===== src/rtl/stream_hash.sv =====
// ---------------------------------------------------------------------------
// stream_hash
// Streaming hash engine: FNV-1a-style word absorb followed by a two-cycle
// xorshift/multiply finaliser. One message in flight at a time. Valid/ready
// handshakes on the word input and on the digest output.
//
// Build option:
//   HASH_LEN_MIX_EN - when defined, the saturating 16-bit message length is
//                     XORed into the state on entry to the finaliser, so that
//                     messages differing only in trailing zero words hash
//                     differently. When undefined the length counter is absent.
// ---------------------------------------------------------------------------
module stream_hash #(
    parameter int          DATA_W = 32,
    parameter int          HASH_W = 32,
    parameter logic [31:0] SEED   = 32'h811C9DC5,
    parameter logic [31:0] MULT   = 32'h01000193
) (
    input  logic              clk,
    input  logic              reset_n,
    input  logic              io_in_valid,
    output logic              io_in_ready,
    input  logic [DATA_W-1:0] io_in_data,
    input  logic              io_in_last,
    output logic              io_out_valid,
    input  logic              io_out_ready,
    output logic [HASH_W-1:0] io_out_data,
    output logic              io_busy
);

    // Half-width shift used by both xorshift steps.
    localparam int S = DATA_W / 2;

    // Seed and multiplier resized to the state width.
    localparam logic [DATA_W-1:0] SEED_W = DATA_W'(SEED);
    localparam logic [DATA_W-1:0] MULT_W = DATA_W'(MULT);

    typedef enum logic [1:0] {
        ST_ABSORB = 2'd0,
        ST_FIN1   = 2'd1,
        ST_FIN2   = 2'd2,
        ST_DONE   = 2'd3
    } state_t;

    // Fold the upper half of a word onto the lower half.
    function automatic logic [DATA_W-1:0] xorshift(input logic [DATA_W-1:0] x);
        return x ^ (x >> S);
    endfunction

    state_t              state_r;
    logic [DATA_W-1:0]   h_r;
    logic                in_ready_r;
    logic                out_valid_r;
    logic [HASH_W-1:0]   out_data_r;
    logic                busy_r;

    logic                accept_s;
    logic [DATA_W-1:0]   absorb_s;
    logic [DATA_W-1:0]   mix_s;
    logic [DATA_W-1:0]   fin1_s;
    logic [DATA_W-1:0]   mult2_s;
    logic [DATA_W-1:0]   fin2_s;

`ifdef HASH_LEN_MIX_EN
    logic [15:0]         len_r;
    logic [15:0]         len_next_s;

    // Length mixed into the state before the first finaliser step; counter saturates.
    always_comb begin
        mix_s = h_r ^ DATA_W'(len_r);
        if (len_r == 16'hFFFF) begin
            len_next_s = len_r;
        end else begin
            len_next_s = len_r + 16'd1;
        end
    end
`else
    // Without length mixing the finaliser sees the absorbed state directly.
    always_comb begin
        mix_s = h_r;
    end
`endif

    // Datapath: absorb step and both finaliser steps, computed from the current state.
    always_comb begin
        accept_s = io_in_valid & in_ready_r;
        absorb_s = (h_r ^ io_in_data) * MULT_W;
        fin1_s   = xorshift(mix_s);
        mult2_s  = h_r * MULT_W;
        fin2_s   = xorshift(mult2_s);
    end

    // Control FSM; owns the hash state and all registered outputs.
    always_ff @(posedge clk or negedge reset_n) begin
        if (!reset_n) begin
            state_r     <= ST_ABSORB;
            h_r         <= SEED_W;
`ifdef HASH_LEN_MIX_EN
            len_r       <= 16'd0;
`endif
            in_ready_r  <= 1'b1;
            out_valid_r <= 1'b0;
            out_data_r  <= {HASH_W{1'b0}};
            busy_r      <= 1'b0;
        end else begin
            case (state_r)
                ST_ABSORB: begin
                    if (accept_s) begin
                        h_r   <= absorb_s;
`ifdef HASH_LEN_MIX_EN
                        len_r <= len_next_s;
`endif
                        if (io_in_last) begin
                            state_r    <= ST_FIN1;
                            in_ready_r <= 1'b0;
                            busy_r     <= 1'b1;
                        end
                    end
                end
                ST_FIN1: begin
                    h_r     <= fin1_s;
                    state_r <= ST_FIN2;
                end
                ST_FIN2: begin
                    out_data_r  <= fin2_s[HASH_W-1:0];
                    out_valid_r <= 1'b1;
                    state_r     <= ST_DONE;
                end
                ST_DONE: begin
                    if (io_out_ready) begin
                        out_valid_r <= 1'b0;
                        h_r         <= SEED_W;
`ifdef HASH_LEN_MIX_EN
                        len_r       <= 16'd0;
`endif
                        state_r     <= ST_ABSORB;
                        in_ready_r  <= 1'b1;
                        busy_r      <= 1'b0;
                    end
                end
                default: begin
                    state_r     <= ST_ABSORB;
                    h_r         <= SEED_W;
`ifdef HASH_LEN_MIX_EN
                    len_r       <= 16'd0;
`endif
                    in_ready_r  <= 1'b1;
                    out_valid_r <= 1'b0;
                    busy_r      <= 1'b0;
                end
            endcase
        end
    end

    assign io_in_ready  = in_ready_r;
    assign io_out_valid = out_valid_r;
    assign io_out_data  = out_data_r;
    assign io_busy      = busy_r;

endmodule


===== config.mk =====
export PLATFORM = sky130hd
export DESIGN_NAME = stream_hash
export DESIGN_NICKNAME = d
export VERILOG_FILES = /design/src/rtl/stream_hash.sv
export SDC_FILE = /design/constraint.sdc
export NUM_CORES = 1
export LEC_CHECK = 0
export ABC_AREA = 1
export CAP_MARGIN = 20
export CORE_MARGIN = 2
export CORE_UTILIZATION = 52
export DETAILED_ROUTE_END_ITERATION = 7
export HOLD_SLACK_MARGIN = 0.02
export PLACE_DENSITY_LB_ADDON = 0.08
export SLEW_MARGIN = 0
export SYNTH_ARGS = -nofsm -noshare
export SYNTH_HDL_FRONTEND = slang
export SYNTH_SLANG_ARGS = --single-unit
export TNS_END_PERCENT = 1

===== constraint.sdc =====
create_clock -name clk -period 10.9 [get_ports clk]
set_input_delay 1.09 -clock clk [delete_from_list [all_inputs] [get_ports clk]]
set_output_delay 1.09 -clock clk [all_outputs]
set_load 0.05 [all_outputs]

==> metrics.md, run 1 <==
| Metric | Value |
|---|---|
| Netlist cell types | `56` |
| Antenna violations before repair | `1` |
| Post-CTS setup-driven buffer insertion count | `0` |
| Placed cell areas | `17,000 sq um` |
| Worst-Skew Late Latency | `0.35 ns` |
| Hold path depth | `2` |
| Skew final | `0.0132 ns` |
| Max_slew headroom | `0.275` |
| Detailed Place HPWL | `39,900 um` |
| DRC | `0` |
| Met2 Resource Use GR | `0.571` |
| Routability cong. | `0.972` |
| Global route hottest layer | `met2` |
| CP Capture Type | `register` |
| I/O Buffers | `71` |
| Main combinational cell family by area after synthesis | `adder cells` |
| XOR/XNOR Fraction of Synth Area | `0.0335` |
| Post-Synth Adder-Cell Area | `0.473` |
| Die height | `179 um` |
| Post-Syn Nets | `2,579` |
| Antenna fix cells | `0` |
| Main synth FF type | `dfrtp_1` |
| Compound-Gate Fraction of Synth Area | `0.0857` |
| Wire per inst | `18.5 um` |
| Part of the cycle the worst path needs | `0.595` |
| FP Rows | `63` |
| Post-cts resize count | `0` |
| Slew @ Worst Pin | `1.08 ns` |
| Area Overhead vs Synth | `9.18%` |
| Mapped Cells | `2,031` |
| Max_cap viols | `0` |
| Fin crit period | `6.49 ns` |
| EDFF count, synth | `0` |
| Final ANT Viol Nets | `0` |
| Final non-filler cell area | `17,300 sq um` |
| Root Buffer | `clkbuf_16` |
| Layout cells sized above 1 | `0.0446` |
| Worst EP required | `11.13 ns` |
| Simple-gate portion of the synthesized area | `0.175` |
| Die area | `31,900 sq um` |
| Crit-path max FO | `7` |
| GRT Util Overall | `0.309` |
| Reg2Reg Depth | `17` |
| Die X | `179 um` |
| CTS buffer count | `9` |
| Core outline area | `29,900 sq um` |
| Slew Limit Fails | `0` |
| Clock sink count | `69` |
| Max Clk Rate | `154 MHz` |
| Hold Path Class | `reg2reg` |
| Status | `completed` |
| R2r startpoint | `h_r[6]` |
| Hold_sp | `io_out_data[31]` |
| R2r endpoint | `h_r[17]` |
| Flop-to-flop setup slack | `4.83 ns` |
| Final TNS setup | `0 ns` |
| Final hold vios | `0` |
| RSZ-0062 raised after global routing | `no` |
| Pin count of the biggest net entering global routing | `70` |
| CTS tree | `built` |
| CP Launch Type | `input pin` |
| Critical path type | `in2reg` |
| Met3 global-route usage | `0.0375` |
| Syn. warnings | `0` |
| Routed vias | `13,200` |
| Syn avg cell area | `7.82 sq um` |
| Hold Crit Endpoint | `io_out_data[31]` |
| Grt ovf | `0` |
| H-tree levels | `3` |
| Mapped cell area | `15,900 sq um` |
| CTS Hold Bufs | `0` |
| Vias per Instance | `5.31` |
| Seq/Total Area, Yosys | `0.110` |
| Starting density of the core | `0.531` |
| Worst-case clock buffer depth | `2` |
| Ys async rst share | `1.00` |
| Synthesis-stage register bit count | `69` |
| WL final | `46,200 um` |
| I/O pins | `72` |
| First-pass GRT wire length | `74,300 um` |
| Fin nets | `2,650` |
| Final setup fails | `0` |
| Worst-path clk slew | `0.07 ns` |
| Mux contribution to synthesized area | `0.000631` |
| Met1 Track Usage GR | `0.347` |
| First-pass DRT Iterations | `6` |
| Vias in the first global route | `14,200` |
| Arrival time at the worst endpoint | `6.72 ns` |
| Iter 0 DRT Violations | `663` |
cells in the mapped netlist, drive strengths merged, types with 15 or more instances:
master / count / area (sq um)
a21oi: 85 / 437
dfrtp: 54 / 1350
dfstp: 15 / 394
fa: 148 / 2960
ha: 363 / 4540
inv: 496 / 1860
nand2: 352 / 1350
nand3: 85 / 450
nand4: 20 / 125
nor2: 157 / 624
nor3: 16 / 100
o21ai: 87 / 450
xnor2: 25 / 219
xor2: 34 / 313
through the flow:
step	hold slack [ns]	utilization	setup slack, ns	cells
after floorplan	0.506	-	5.41	2031
after global placement	0.464	0.570	4.07	2481
after detailed placement	0.466	0.570	4.12	2481
after CTS	0.484	0.580	4.46	2497
after global routing	0.508	0.580	4.17	2497
final	0.480	0.580	4.41	2497
cell type report:
class,instances,area (sq um)
Clock buffer,9,225
Multi-Input combinational cell,1451,12200
Fill cell,2883,12500
Timing Repair Buffer,75,738
Inverter,496,1860
Tap cell,390,488
Clock inverter,7,82.6
Sequential cell,69,1750
placed cells by master, fill, tap and decap left out, drive strengths merged, types with 54 or more instances in the layout:
master,instances
a21oi,85
dfrtp,54
nand3,85
inv,499
o21ai,87
nand2,352
ha,363
nor2,157
fa,148
clkdlybuf4s50,70
worst max-delay path, stage by stage:
cell             delay [ns]
clkdlybuf4s50_1        0.51
xor2_1                 0.76
ha_1                   0.38
ha_1                   0.22
fa_1                   0.46
ha_1                   0.22
fa_1                   0.43
ha_1                   0.28
inv_1                  0.04
fa_1                   0.48
inv_1                  0.04
ha_1                   0.32
a21oi_1                0.24
a21boi_0               0.34
o21ai_0                0.24
a21oi_1                0.24
xor2_1                 0.10
o31ai_1                0.30
cells by family (layout without fill, tap and decap cells):
kind of cell	count (synthesis)	in the layout
DFF	69	69
xor gates and xnor gates	59	59
and+or+nand+nor	648	648
buffers and inverters	511	587
adders and majority gates	511	511
muxes	1	1
AOI/OAI and AO/OA	232	232
worst max-delay path by stage:
stage	start	endpoint	slack, ns	cells after the start
finish	io_in_data[6]	h_r[17]	4.41	18
detailed placement	io_in_data[18]	h_r[27]	4.12	21
global placement	io_in_data[18]	h_r[27]	4.07	21
global route	io_in_data[18]	h_r[27]	4.17	21
CTS	io_in_data[18]	h_r[31]	4.46	23
floorplan	io_in_data[18]	h_r[27]	5.41	20
registers in the layout, indices dropped and copies added (netlist names):
signal        flops
io_in_ready       1
state_r           2
h_r              32
io_busy           1
io_out_valid      1
io_out_data      32
per-layer routing:
layer,share of wire,wire length (um)
met2,0.50,23200
met1,0.40,18600
met5,0.00028,13
met3,0.031,1410
met4,0.063,2890
Power of run 1 is left out: the tool's default activity adds up to more than one toggle a clock period on the data nets, which glitch-free logic cannot reach.
==> inputs of run 2 (changes only) <==
==> constraint.sdc (replaced) <==
create_clock -name clk -period 5.84 [get_ports clk]
set_input_delay 0.584 -clock clk [delete_from_list [all_inputs] [get_ports clk]]
set_output_delay 0.584 -clock clk [all_outputs]
set_load 0.05 [all_outputs]
==> metrics.md, run 2 (synthesis results as in run 1) <==
| Metric | Value |
|---|---|
| Status | `completed` |
| Layout cells sized above 1 | `0.0867 (+0.0421)` |
| Worst-path clk slew | `0.06 ns (about the same)` |
| CTS tree | `built` |
| Pin count of the biggest net entering global routing | `70 (unchanged)` |
| CP Launch Type | `register` |
| Post-CTS setup-driven buffer insertion count | `0 (unchanged)` |
| Crit path max-delay family | `adder cells` |
| Flop-to-flop setup slack | `0.29 ns (-4.54 ns)` |
| Routed vias | `13,700 (+3.1%)` |
| Worst-Skew Late Latency | `0.34 ns (about the same)` |
| Max_slew headroom | `0.360 (+0.0851)` |
| Vias in the first global route | `14,200 (-0.077%)` |
| First-pass DRT Iterations | `4 (-2)` |
| Commonest non-fill, non-tap cell in the layout | `inv_1` |
| Worst EP required | `6.06 ns (-5.07 ns)` |
| Die height | `179 um (unchanged)` |
| WL final | `47,000 um (+1.8%)` |
| Placed cell areas | `17,700 sq um (+3.7%)` |
| Buf/Inv on CP | `7 (+4)` |
| Grt ovf | `0 (unchanged)` |
| H-tree levels | `3 (unchanged)` |
| Final non-filler cell area | `18,000 sq um (+4.1%)` |
| Part of the cycle the worst path needs | `0.951` |
| Final hold vios | `0 (unchanged)` |
| I/O Buffers | `71 (unchanged)` |
| Wire per inst | `18.2 um (-1.6%)` |
| Clock sink count | `69 (unchanged)` |
| Worst-case clock buffer depth | `2 (unchanged)` |
| Starting density of the core | `0.531 (unchanged)` |
| GRT Util Overall | `0.312 (+0.00241)` |
| Worst path most repeated cell | `inv_1` |
| Root Buffer | `clkbuf_16` |
| Slowest CP cell | `dfstp_2` |
| WP depth | `24 (+6)` |
| Vias per Instance | `5.28 (-0.41%)` |
| Core outline area | `29,900 sq um (unchanged)` |
| Skew final | `0.0108 ns (-0.00242 ns)` |
| Iter 0 DRT Violations | `725 (+9.4%)` |
| Die X | `179 um (unchanged)` |
| Antenna violations before repair | `1 (unchanged)` |
| Critical path type | `reg2reg` |
| FP Rows | `63 (unchanged)` |
| DRC | `0 (unchanged)` |
| Slew @ Worst Pin | `0.959 ns (-0.125 ns)` |
| Final ANT Viol Nets | `0 (unchanged)` |
| R2r startpoint | `h_r[20]` |
| Final setup fails | `0 (unchanged)` |
| Max Clk Rate | `180 MHz` |
| CP Capture Type | `register` |
| Worst-path cell chain | `ha_1 > ha_1 > inv_1 > fa_1 > inv_1 > ha_1 > inv_1 > fa_1 > inv_1 > fa_1 > inv_1 > fa_1 > inv_1 > ha_1 > inv_1 > o21ai_0 > nor2_1 > nand2_1 > a21oi_1 > nand2_1 > nand2_1 > nand3_1 > nand3_1 > nand2_1` |
| Fin nets | `2,735 (+3.2%)` |
| Arrival time at the worst endpoint | `5.78 ns (-0.94 ns)` |
| Most frequent cells in the layout | `inv_1 (487), ha_1 (362), nand2_1 (339), fa_1 (148), nor2_1 (147)` |
| Max_cap viols | `0 (unchanged)` |
| Slew Limit Fails | `0 (unchanged)` |
| Routability cong. | `0.951 (-2.2%)` |
| Reg2Reg Depth | `24 (+7)` |
| Area Overhead vs Synth | `13.7%` |
| Fin crit period | `5.55 ns` |
| Detailed Place HPWL | `41,200 um (+3.3%)` |
| R2r endpoint | `io_out_data[13]` |
| # fillers | `2,815 (-2.4%)` |
| Die area | `31,900 sq um (unchanged)` |
| Crit-path max FO | `5 (-2)` |
| CTS buffer count | `9 (unchanged)` |
| I/O pins | `72 (unchanged)` |
| First-pass GRT wire length | `75,000 um (+0.95%)` |
| Largest stage delay, worst path | `0.68 ns (-0.08 ns)` |
| Hold Path Class | `in2async` |
## run 2: worst max-delay path by stage
stage | start | end | slack (ns)
final | h_r[20] | io_out_data[13] | 0.29
after global routing | io_in_data[16] | h_r[27] | -0.02
after CTS | h_r[18] | h_r[27] | 0.05
after detailed placement | io_in_data[17] | h_r[27] | -0.24
after global placement | io_in_data[17] | h_r[27] | -0.31
after floorplan | h_r[18] | h_r[27] | 0.84
## run 2: timing repair
action                                  CTS  global route
endpoints found under the setup margin    0             9
hold buffers                              0             0
resized for setup                         0            15
## run 2: per-layer routing
| layer | GRT usage | vias up | part of all wire |
|---|---|---|---|
| li1 | - | 6731 | - |
| met1 | 0.358 | 6526 | 0.40 |
| met2 | 0.588 | 301 | 0.52 |
| met3 | 0.0286 | 94 | 0.035 |
| met4 | 0.132 | 0 | 0.050 |
| met5 | 0 | - | 0 |
## run 2: area by class of cell
type / count / area [sq um] / share of cell area
clock buffers: 11 / 253 / 0.0140
repair buffers: 160 / 1380 / 0.0763
diodes: 2 / 5.00 / 0.000277
clock inverters: 5 / 58.8 / 0.00326
flip-flops and latches: 69 / 1750 / 0.0969
inverters: 496 / 1860 / 0.103
well taps: 390 / 488 / 0.0270
multi-input cells: 1451 / 12300 / 0.679
## run 2: through the flow
step	instances	utilization	TNS [ns]	setup slack (ns)	hold slack, ns
5_1_grt	2582	0.604	-0.0208	-0.0180	0.441
2_1_floorplan	2031	-	0	0.837	0.288
3_3_place_gp	2566	0.591	-1.18	-0.311	0.467
4_1_cts	2582	0.602	0	0.0542	0.399
3_5_place_dp	2566	0.591	-0.894	-0.240	0.466
6_report	2584	0.604	0	0.288	0.365
Power of run 2 is left out for the same reason.
